`src/rtl/uart_rx.sv`:
```
// uart_rx: 8-bit asynchronous serial receiver, 1 start bit, 1 stop bit, LSB first.
// Optional even-parity bit after data bit 7, enabled by defining UART_RX_PARITY_EN.
// CLKS_PER_BIT must be even and >= 4; sampling happens mid-bit.
module uart_rx #(
  parameter int unsigned CLKS_PER_BIT = 16
) (
  input  logic       clk,
  input  logic       reset,
  input  logic       rx_pin,
  output logic [7:0] rx_data,
  output logic       rx_valid,
  output logic       rx_busy,
  output logic       frame_err,
  output logic       parity_err
);

  localparam int unsigned CntW = (CLKS_PER_BIT > 1) ? $clog2(CLKS_PER_BIT) : 1;
  localparam logic [CntW-1:0] CntLast = CntW'(CLKS_PER_BIT - 1);
  localparam logic [CntW-1:0] CntHalf = CntW'(CLKS_PER_BIT / 2 - 1);
  localparam logic [CntW-1:0] CntZero = '0;
  localparam logic [CntW-1:0] CntOne  = CntW'(1);

  typedef enum logic [2:0] {
    StIdle     = 3'd0,
    StStart    = 3'd1,
    StData     = 3'd2,
    StStop     = 3'd3,
    StWaitHigh = 3'd4
`ifdef UART_RX_PARITY_EN
    ,
    StParity   = 3'd5
`endif
  } state_e;

  state_e state_q, state_d;

  logic            rx_meta_q;
  logic            rxs;
  logic [CntW-1:0] cnt_q, cnt_d;
  logic [2:0]      bit_idx_q, bit_idx_d;
  logic [7:0]      shift_q, shift_d;
  logic [7:0]      data_q, data_d;
  logic            valid_q, valid_d;
  logic            ferr_q, ferr_d;
  logic            perr_q, perr_d;
  logic            bit_hit;
  logic            start_hit;
  logic            par_bad;

`ifdef UART_RX_PARITY_EN
  logic par_q, par_d;
  // Even parity: data bits plus parity bit must hold an even number of ones.
  assign par_bad = ^{shift_q, par_q};
`else
  assign par_bad = 1'b0;
`endif

  assign bit_hit   = (cnt_q == CntLast);
  assign start_hit = (cnt_q == CntHalf);

  // Two-flop synchronizer; flops reset high so a line held low is seen only once filled.
  always_ff @(posedge clk or negedge reset) begin
    if (!reset) begin
      rx_meta_q <= 1'b1;
      rxs       <= 1'b1;
    end else begin
      rx_meta_q <= rx_pin;
      rxs       <= rx_meta_q;
    end
  end

  // State register.
  always_ff @(posedge clk or negedge reset) begin
    if (!reset) begin
      state_q <= StIdle;
    end else begin
      state_q <= state_d;
    end
  end

  // Next-state logic.
  always_comb begin
    state_d = state_q;
    unique case (state_q)
      StIdle: begin
        if (!rxs) state_d = StStart;
      end
      StStart: begin
        // A start bit that is high again by mid-bit is a glitch.
        if (start_hit) state_d = rxs ? StIdle : StData;
      end
      StData: begin
        if (bit_hit && (bit_idx_q == 3'd7)) begin
`ifdef UART_RX_PARITY_EN
          state_d = StParity;
`else
          state_d = StStop;
`endif
        end
      end
`ifdef UART_RX_PARITY_EN
      StParity: begin
        if (bit_hit) state_d = StStop;
      end
`endif
      StStop: begin
        if (bit_hit) state_d = rxs ? StIdle : StWaitHigh;
      end
      StWaitHigh: begin
        // Hold here through a break so it produces a single frame_err.
        if (rxs) state_d = StIdle;
      end
      default: state_d = StIdle;
    endcase
  end

  // Datapath next-state: bit timing, shift register and registered output pulses.
  always_comb begin
    cnt_d     = cnt_q;
    bit_idx_d = bit_idx_q;
    shift_d   = shift_q;
    data_d    = data_q;
    valid_d   = 1'b0;
    ferr_d    = 1'b0;
    perr_d    = 1'b0;
`ifdef UART_RX_PARITY_EN
    par_d     = par_q;
`endif
    unique case (state_q)
      StIdle: begin
        cnt_d     = CntZero;
        bit_idx_d = 3'd0;
      end
      StStart: begin
        cnt_d = start_hit ? CntZero : (cnt_q + CntOne);
      end
      StData: begin
        if (bit_hit) begin
          cnt_d     = CntZero;
          shift_d   = {rxs, shift_q[7:1]};
          bit_idx_d = bit_idx_q + 3'd1;
        end else begin
          cnt_d = cnt_q + CntOne;
        end
      end
`ifdef UART_RX_PARITY_EN
      StParity: begin
        if (bit_hit) begin
          cnt_d = CntZero;
          par_d = rxs;
        end else begin
          cnt_d = cnt_q + CntOne;
        end
      end
`endif
      StStop: begin
        if (bit_hit) begin
          cnt_d = CntZero;
          // Frame error wins over parity error; either one leaves rx_data alone.
          if (!rxs) begin
            ferr_d = 1'b1;
          end else if (par_bad) begin
            perr_d = 1'b1;
          end else begin
            valid_d = 1'b1;
            data_d  = shift_q;
          end
        end else begin
          cnt_d = cnt_q + CntOne;
        end
      end
      StWaitHigh: begin
        cnt_d = CntZero;
      end
      default: begin
        cnt_d     = CntZero;
        bit_idx_d = 3'd0;
      end
    endcase
  end

  // Datapath registers.
  always_ff @(posedge clk or negedge reset) begin
    if (!reset) begin
      cnt_q     <= CntZero;
      bit_idx_q <= 3'd0;
      shift_q   <= 8'h00;
      data_q    <= 8'h00;
      valid_q   <= 1'b0;
      ferr_q    <= 1'b0;
      perr_q    <= 1'b0;
    end else begin
      cnt_q     <= cnt_d;
      bit_idx_q <= bit_idx_d;
      shift_q   <= shift_d;
      data_q    <= data_d;
      valid_q   <= valid_d;
      ferr_q    <= ferr_d;
      perr_q    <= perr_d;
    end
  end

`ifdef UART_RX_PARITY_EN
  // Captured parity bit.
  always_ff @(posedge clk or negedge reset) begin
    if (!reset) begin
      par_q <= 1'b0;
    end else begin
      par_q <= par_d;
    end
  end
`endif

  // Output logic.
  always_comb begin
    rx_busy    = (state_q != StIdle);
    rx_data    = data_q;
    rx_valid   = valid_q;
    frame_err  = ferr_q;
    parity_err = perr_q;
  end

  pulse_excl_a: assert property (@(posedge clk) disable iff (!reset)
    $onehot0({rx_valid, frame_err, parity_err}));

  valid_one_cycle_a: assert property (@(posedge clk) disable iff (!reset)
    rx_valid |=> !rx_valid);

  ferr_one_cycle_a: assert property (@(posedge clk) disable iff (!reset)
    frame_err |=> !frame_err);

  idle_not_busy_a: assert property (@(posedge clk) disable iff (!reset)
    (state_q == StIdle) |-> !rx_busy);

endmodule

```
`config.mk`:
```
export PLATFORM = sky130hd
export DESIGN_NAME = uart_rx
export DESIGN_NICKNAME = d
export VERILOG_FILES = /design/src/rtl/uart_rx.sv
export SDC_FILE = /design/constraint.sdc
export NUM_CORES = 1
export LEC_CHECK = 0
export CELL_PAD_IN_SITES_DETAIL_PLACEMENT = 2
export CELL_PAD_IN_SITES_GLOBAL_PLACEMENT = 2
export CORE_MARGIN = 2
export CORE_UTILIZATION = 41
export DETAILED_ROUTE_END_ITERATION = 8
export GPL_TIMING_DRIVEN = 0
export PLACE_DENSITY_LB_ADDON = 0.1
export SYNTH_ARGS = -nofsm -noshare
export SYNTH_HDL_FRONTEND = slang
export SYNTH_SLANG_ARGS = --single-unit
```
`constraint.sdc`:
```
create_clock -name clk -period 3.2 [get_ports clk]
set_input_delay 0.48 -clock clk [delete_from_list [all_inputs] [get_ports clk]]
set_output_delay 0.48 -clock clk [all_outputs]
set_load 0.01 [all_outputs]
```
==> metrics.txt, run 1 <==
status=completed; clock share of power=27.9%; syn_nets=104; n_diodes=0; sw power=0.368 mW; Mean Syn Cell Area=13.6 um2; Seq/Total Area, Yosys=56.3%; fill count=287; worst-margin pin slew=0.670 ns; I/O Buffers=13; FF-to-FF Start=cnt_q[0]$_DFF_PN0_; Die Ht=61.1 um; number of synthesized flops with an enable pin=0; critical path startpoint category=flop; Rows=20; worst skew pair latency=0.32 ns; top_reg_cell synth=dfrtp_1; cell count after synthesis=98; Nets=124; routed wire length per instance=17.8 um; register area=753 um2; vias in the first global route=954; Fin Setup TNS=0 ns; CTS buffer count=5; power per cell area=713 mW/mm2; post-synth top area share=52.4%; max cap viols=0; Detailed Place HPWL=1860 um; Crit Path Category=reg2out; clk_skew=0.0126 ns; Data arrival, critical path=1.96 ns; minimum clock period=2.44 ns; vias post-DR=858; initial antenna violation count=0; post-synthesis async set-or-reset flop share=100%; most frequent cells after synthesis=28 x dfrtp_1, 8 x mux2_2, 8 x mux2_4, 5 x nor2_1, 4 x nand3_1; Root Driver=clkbuf_4; Area Overhead vs Synth=19.8%; Reg clk slew, reported paths=0.10 ns; reg2reg path depth=5; cell internal pwr=0.775 mW; largest net degree at the start of global routing=31; Hold Crit Class=in2async; first-pass GRT wire length=4930 um; CTS resizes=0; Multi-input gate area=549 um2; count leader, synth=dfrtp_1; full die area=0.00374 mm2; Post-Syn Area=0.00134 mm2; Slowest-stage cell, CP=dfrtp_1; Ys Warns=0; sequential power share=44.5%; Worst Path Max Fanout=10; final setup fails=0; reg2reg setup slack=1.34 ns; unrepaired setup endpoints after global routing=false; GPL Wtd Cong=0.715; post-synthesis register bit count=30; WP data required=2.72 ns; CORE AREA=0.00308 mm2; final slew viol count=0; CTS max path bufs=2; Comb pwr share=27.6%; H-tree levels=2; IO Pins=15; Detailed Route WL=2900 um; Post CTS Setup Buffer Count=0; fin area=0.00160 mm2; global router's overall resource usage=19.2%; ANT nets after route=0; Initial Utilization=43.5%; final hold vios=0; Synth area leaders=dfrtp_1 52%, mux2_4 9.0%, mux2_2 6.7%, dfstp_2 3.9%, ha_1 2.8%; layout cells sized above 1=28.6%; Post-CTS Hold Fix Bufs=0; Starting DRT DRC Count=42; slew margin rel.=55.4%; Peak VDD IR=0.000475 V; Crit. End Element=primary output; gr ovfl total=0; final hold slack=0.180 ns; 1st-pass router iterations=4; largest stage delay on the critical path=0.49 ns; period utilization=76.1%; non-filler cells in the finished layout=163; Max Fclk=411 MHz; Synth area leader=dfrtp_1; switching part of the total=32.2%; Pleak=0.743 nW; Critical R2R Capture=shift_q[5]$_DFFE_PN0P_; CTS tree=built; Via-to-Cell Ratio=5.26; Cell variety after synth=35; CP cell instances=clkbuf_1 > or3_1 > clkdlybuf4s50_1; die width=61.1 um; placed cells=155; Placed Area=0.00152 mm2; DRC=0; clock sink count=30
==> stage by stage <==
step / utilization [%] / setup WS (ns) / power (mW)
3_5_place_dp: 49.5 / 1.12 / 0.824
3_3_place_gp: 49.5 / 1.10 / 0.801
6_report: 52.1 / 0.765 / 1.14
2_1_floorplan: - / 1.56 / 0.729
4_1_cts: 52.2 / 0.748 / 1.15
5_1_grt: 52.1 / 0.659 / 1.23
==> final cells by class <==
class	instances	area share (%)
Clock buffer	7	3.43
Tap cell	44	3.43
Sequential cell	30	47.0
Timing Repair Buffer	13	7.81
Clock inverter	1	1.87
Inverter	1	0.234
Buffer	5	1.95
Multi-Input combinational cell	62	34.3
==> power groups by stage <==
stage               logic (mW)  registers, mW  clock network, mW
finish                   0.315          0.509              0.319
global route             0.367          0.520              0.341
CTS                      0.320          0.510              0.325
detailed placement       0.311          0.513                  0
global placement         0.295          0.505                  0
floorplan                0.236          0.493                  0
==> cells by family (layout without fill, tap and decap cells) <==
logic type      Yosys count  in the layout  synth area share [%]
flops                    30             30                  56.3
simple gates             27             27                  13.6
mux                      16             16                  15.7
compound gates           12             12                  6.74
buf+inv                   6             27                  2.62
fa+ha+maj                 3              3                  2.81
xor+xnor                  3              3                  1.96
other cells               1              1                 0.280
==> worst max path at each step <==
| stage | startpoint | end | slack [ns] | cells past startpoint |
|---|---|---|---|---|
| floorplan | cnt_q[0]$_DFF_PN0_ | shift_q[0]$_DFFE_PN0P_ | 1.56 | 5 |
| global placement | reset | shift_q[5]$_DFFE_PN0P_ | 1.10 | 1 |
| detailed placement | reset | rx_data[5]$_DFFE_PN0P_ | 1.12 | 1 |
| CTS | state_q[2]$_DFFE_PN0P_ | rx_busy | 0.75 | 3 |
| global route | state_q[2]$_DFFE_PN0P_ | rx_busy | 0.66 | 3 |
| finish | state_q[2]$_DFFE_PN0P_ | rx_busy | 0.76 | 3 |
==> per-layer routing <==
| layer | global-route usage [%] | wire length [um] | vias to the layer above |
|---|---|---|---|
| met1 | 22.9 | 1300 | 435 |
| li1 | - | - | 397 |
| met4 | 8.70 | 52 | 0 |
| met2 | 32.1 | 1450 | 19 |
| met3 | 5.46 | 94 | 7 |
| met5 | 0 | 0 | - |
==> sequential cells by signal, summed over array words and instances, names as in the netlist <==
name	flops
bit_idx_q	3
cnt_q	4
frame_err	1
rx_data	8
rx_meta_q	1
rx_valid	1
rxs	1
shift_q	8
state_q	3
==> cells in the final DEF (no fill, tap or decap), types with 2 or more instances in the layout <==
| cell type | count |
|---|---|
| a21oi_1 | 3 |
| a311o_1 | 3 |
| a31o_2 | 2 |
| and3b_1 | 3 |
| buf_2 | 2 |
| clkbuf_1 | 2 |
| clkbuf_4 | 5 |
| clkdlybuf4s50_1 | 12 |
| dfrtp_1 | 28 |
| dfstp_2 | 2 |
| ha_1 | 3 |
| mux2_2 | 8 |
| mux2_4 | 8 |
| nand2_1 | 3 |
| nand3_1 | 4 |
| nor2_1 | 5 |
| nor4bb_1 | 2 |
| or3_1 | 2 |
| xnor2_1 | 2 |
==> worst max-delay path: cells and delay by family, from the launching register on <==
family	cells	cell delay (ns)
flip-flops	1	0.49
buffers and inverters	2	0.74
AND/OR/NAND/NOR	1	0.41
(Power assumes the default switching activity.)
==> run 2, diff against run 1 <==
--- a/config.mk
+++ b/config.mk
@@ -8,7 +8,7 @@
 export CELL_PAD_IN_SITES_DETAIL_PLACEMENT = 2
 export CELL_PAD_IN_SITES_GLOBAL_PLACEMENT = 2
 export CORE_MARGIN = 2
-export CORE_UTILIZATION = 41
+export CORE_UTILIZATION = 38
 export DETAILED_ROUTE_END_ITERATION = 8
 export GPL_TIMING_DRIVEN = 0
 export PLACE_DENSITY_LB_ADDON = 0.1
==> constraint.sdc (replaced) <==
create_clock -name clk -period 2.5 [get_ports clk]
set_input_delay 0.375 -clock clk [delete_from_list [all_inputs] [get_ports clk]]
set_output_delay 0.375 -clock clk [all_outputs]
set_load 0.01 [all_outputs]
==> run 2 against run 1 <==
Effect of this change:
- clock-buffer cell count decreased by 1
- wire length is 7.2% lower
- sequential share of layout area is 0.56 points higher
- die area increased by 7.4%
- sequential power increased by 26%
- combinational power is 28% higher
- worst setup slack worse by 0.60 ns
- total power up 18%
- register-to-register slack worse by 0.63 ns
- critical path depth did not move
- critical path type unchanged
==> metrics.txt, run 2 (synthesized netlist as in run 1, its figures left out) <==
clk_skew=0.0136 ns; vias in the first global route=976; max cap viols=0; reg2reg path depth=4; ANT nets after route=0; Rows=21; Crit. End Element=primary output; routed wire length per instance=16.3 um; FF-to-FF Start=cnt_q[0]$_DFF_PN0_; Crit Path Category=reg2out; Hold Crit Class=in2async; die width=63.3 um; Multi-input gate area=549 um2; vias post-DR=861; Nets=124; minimum clock period=2.34 ns; Starting DRT DRC Count=17; worst-margin pin slew=0.650 ns; GPL Wtd Cong=0.728; Critical R2R Capture=rx_data[0]$_DFFE_PN0P_; most frequent cells in the layout=28 x dfrtp_1, 12 x clkdlybuf4s50_1, 8 x mux2_4, 8 x mux2_2; fill count=371; Post-CTS Hold Fix Bufs=0; Initial Utilization=39.8%; reg2reg setup slack=0.71 ns; Fin Setup TNS=0 ns; 1st-pass router iterations=3; CTS max path bufs=2; CTS buffer count=5; power per cell area=854 mW/mm2; I/O Buffers=13; WP buf/inv=2; placed cells=157; gr ovfl total=0; CTS tree=built; Reg clk slew, reported paths=0.10 ns; Via-to-Cell Ratio=5.22; clock sink count=30; Met2 Wirelength=1380 um; Max Fclk=428 MHz; largest net degree at the start of global routing=31; WP data required=2.12 ns; Post CTS Setup Buffer Count=0; largest stage delay on the critical path=0.49 ns; initial antenna violation count=0; critical path startpoint category=flop; final setup fails=0; Detailed Route WL=2690 um; Worst Path Max Fanout=10; Slowest-stage cell, CP=dfrtp_1; global router's overall resource usage=16.6%; IO Pins=15; final slew viol count=0; DRC=0; DRT met1 WL=1140 um; fin util=47.1%; CP cell instances=clkbuf_1 > or3_1 > clkdlybuf4s50_1; CTS resizes=0; non-filler cells in the finished layout=165; Peak VDD IR=0.000479 V; n_diodes=0; worst skew pair latency=0.33 ns; status=completed; most common cell after layout, fill and taps aside=dfrtp_1; first-pass GRT wire length=4910 um; Routed met3 length=96 um; Area Overhead vs Synth=18.4%; period utilization=93.4%; Root Driver=clkbuf_4; Top Metal Used=met4; Die Ht=63.3 um; instance count on the critical path=3; cell family with the largest share of critical-path delay=buffers and inverters; Detailed Place HPWL=1950 um; slew margin rel.=56.7%; final hold vios=0; register area=753 um2; full die area=0.00401 mm2; CORE AREA=0.00336 mm2; H-tree levels=2; Data arrival, critical path=1.96 ns; Pleak=0.732 nW; unrepaired setup endpoints after global routing=false; layout cells sized above 1=29.4%
run 2: cell types whose count changed in the layout (fill, tap and decap cells not counted), sizes merged:
cell	previous run	this run
bufinv	1	0
clkinv	0	1
clkbuf	8	7
clkinvlp	0	1
run 2: metal layers:
layer / global-route usage (%) / vias up
met5: 0 / -
met4: 9.78 / 0
met3: 4.64 / 7
met2: 27.1 / 14
met1: 19.4 / 444
li1: - / 396
run 2: final cells by class:
class,count,share of cell area [%]
Sequential cell,30,47.6
Timing Repair Buffer,13,7.90
Tap cell,46,3.63
Multi-Input combinational cell,62,34.7
Buffer,5,1.97
Clock buffer,6,3.24
Inverter,1,0.237
Clock inverter,2,0.790
run 2: power breakdown:
group	total [mW]	leakage, nW	switching (mW)	internal (mW)
Clock	0.305	0.0343	0.170	0.135
Sequential	0.643	0.390	0.0796	0.564
Combinational	0.404	0.307	0.213	0.191
run 2: metrics by stage:
step           worst slack (ns)  instance area (um2)  power, mW  hold WS (ns)
2_1_floorplan             0.863                 1340      0.934        0.0794
3_3_place_gp              0.519                 1530       1.03         0.347
3_5_place_dp              0.479                 1530       1.07         0.349
4_1_cts                   0.124                 1590       1.38         0.361
5_1_grt                  0.0647                 1580       1.47        0.0775
6_report                  0.165                 1580       1.35        0.0508
run 2: worst reg2reg max path: cells and delay by family (launching register included):
| kind | cells | cell delay (ns) |
|---|---|---|
| flops | 1 | 0.38 |
| mux | 1 | 0.39 |
| simple gates | 2 | 0.65 |
| fa+ha+maj | 1 | 0.27 |
run 2: worst max path at each step:
stage                                 from                endpoint  slack, ns
floorplan               cnt_q[0]$_DFF_PN0_  shift_q[0]$_DFFE_PN0P_       0.86
detailed placement                   reset  rx_data[5]$_DFFE_PN0P_       0.48
global route        state_q[2]$_DFFE_PN0P_                 rx_busy       0.06
global placement                     reset  rx_data[5]$_DFFE_PN0P_       0.52
finish              state_q[2]$_DFFE_PN0P_                 rx_busy       0.16
CTS                 state_q[2]$_DFFE_PN0P_                 rx_busy       0.12
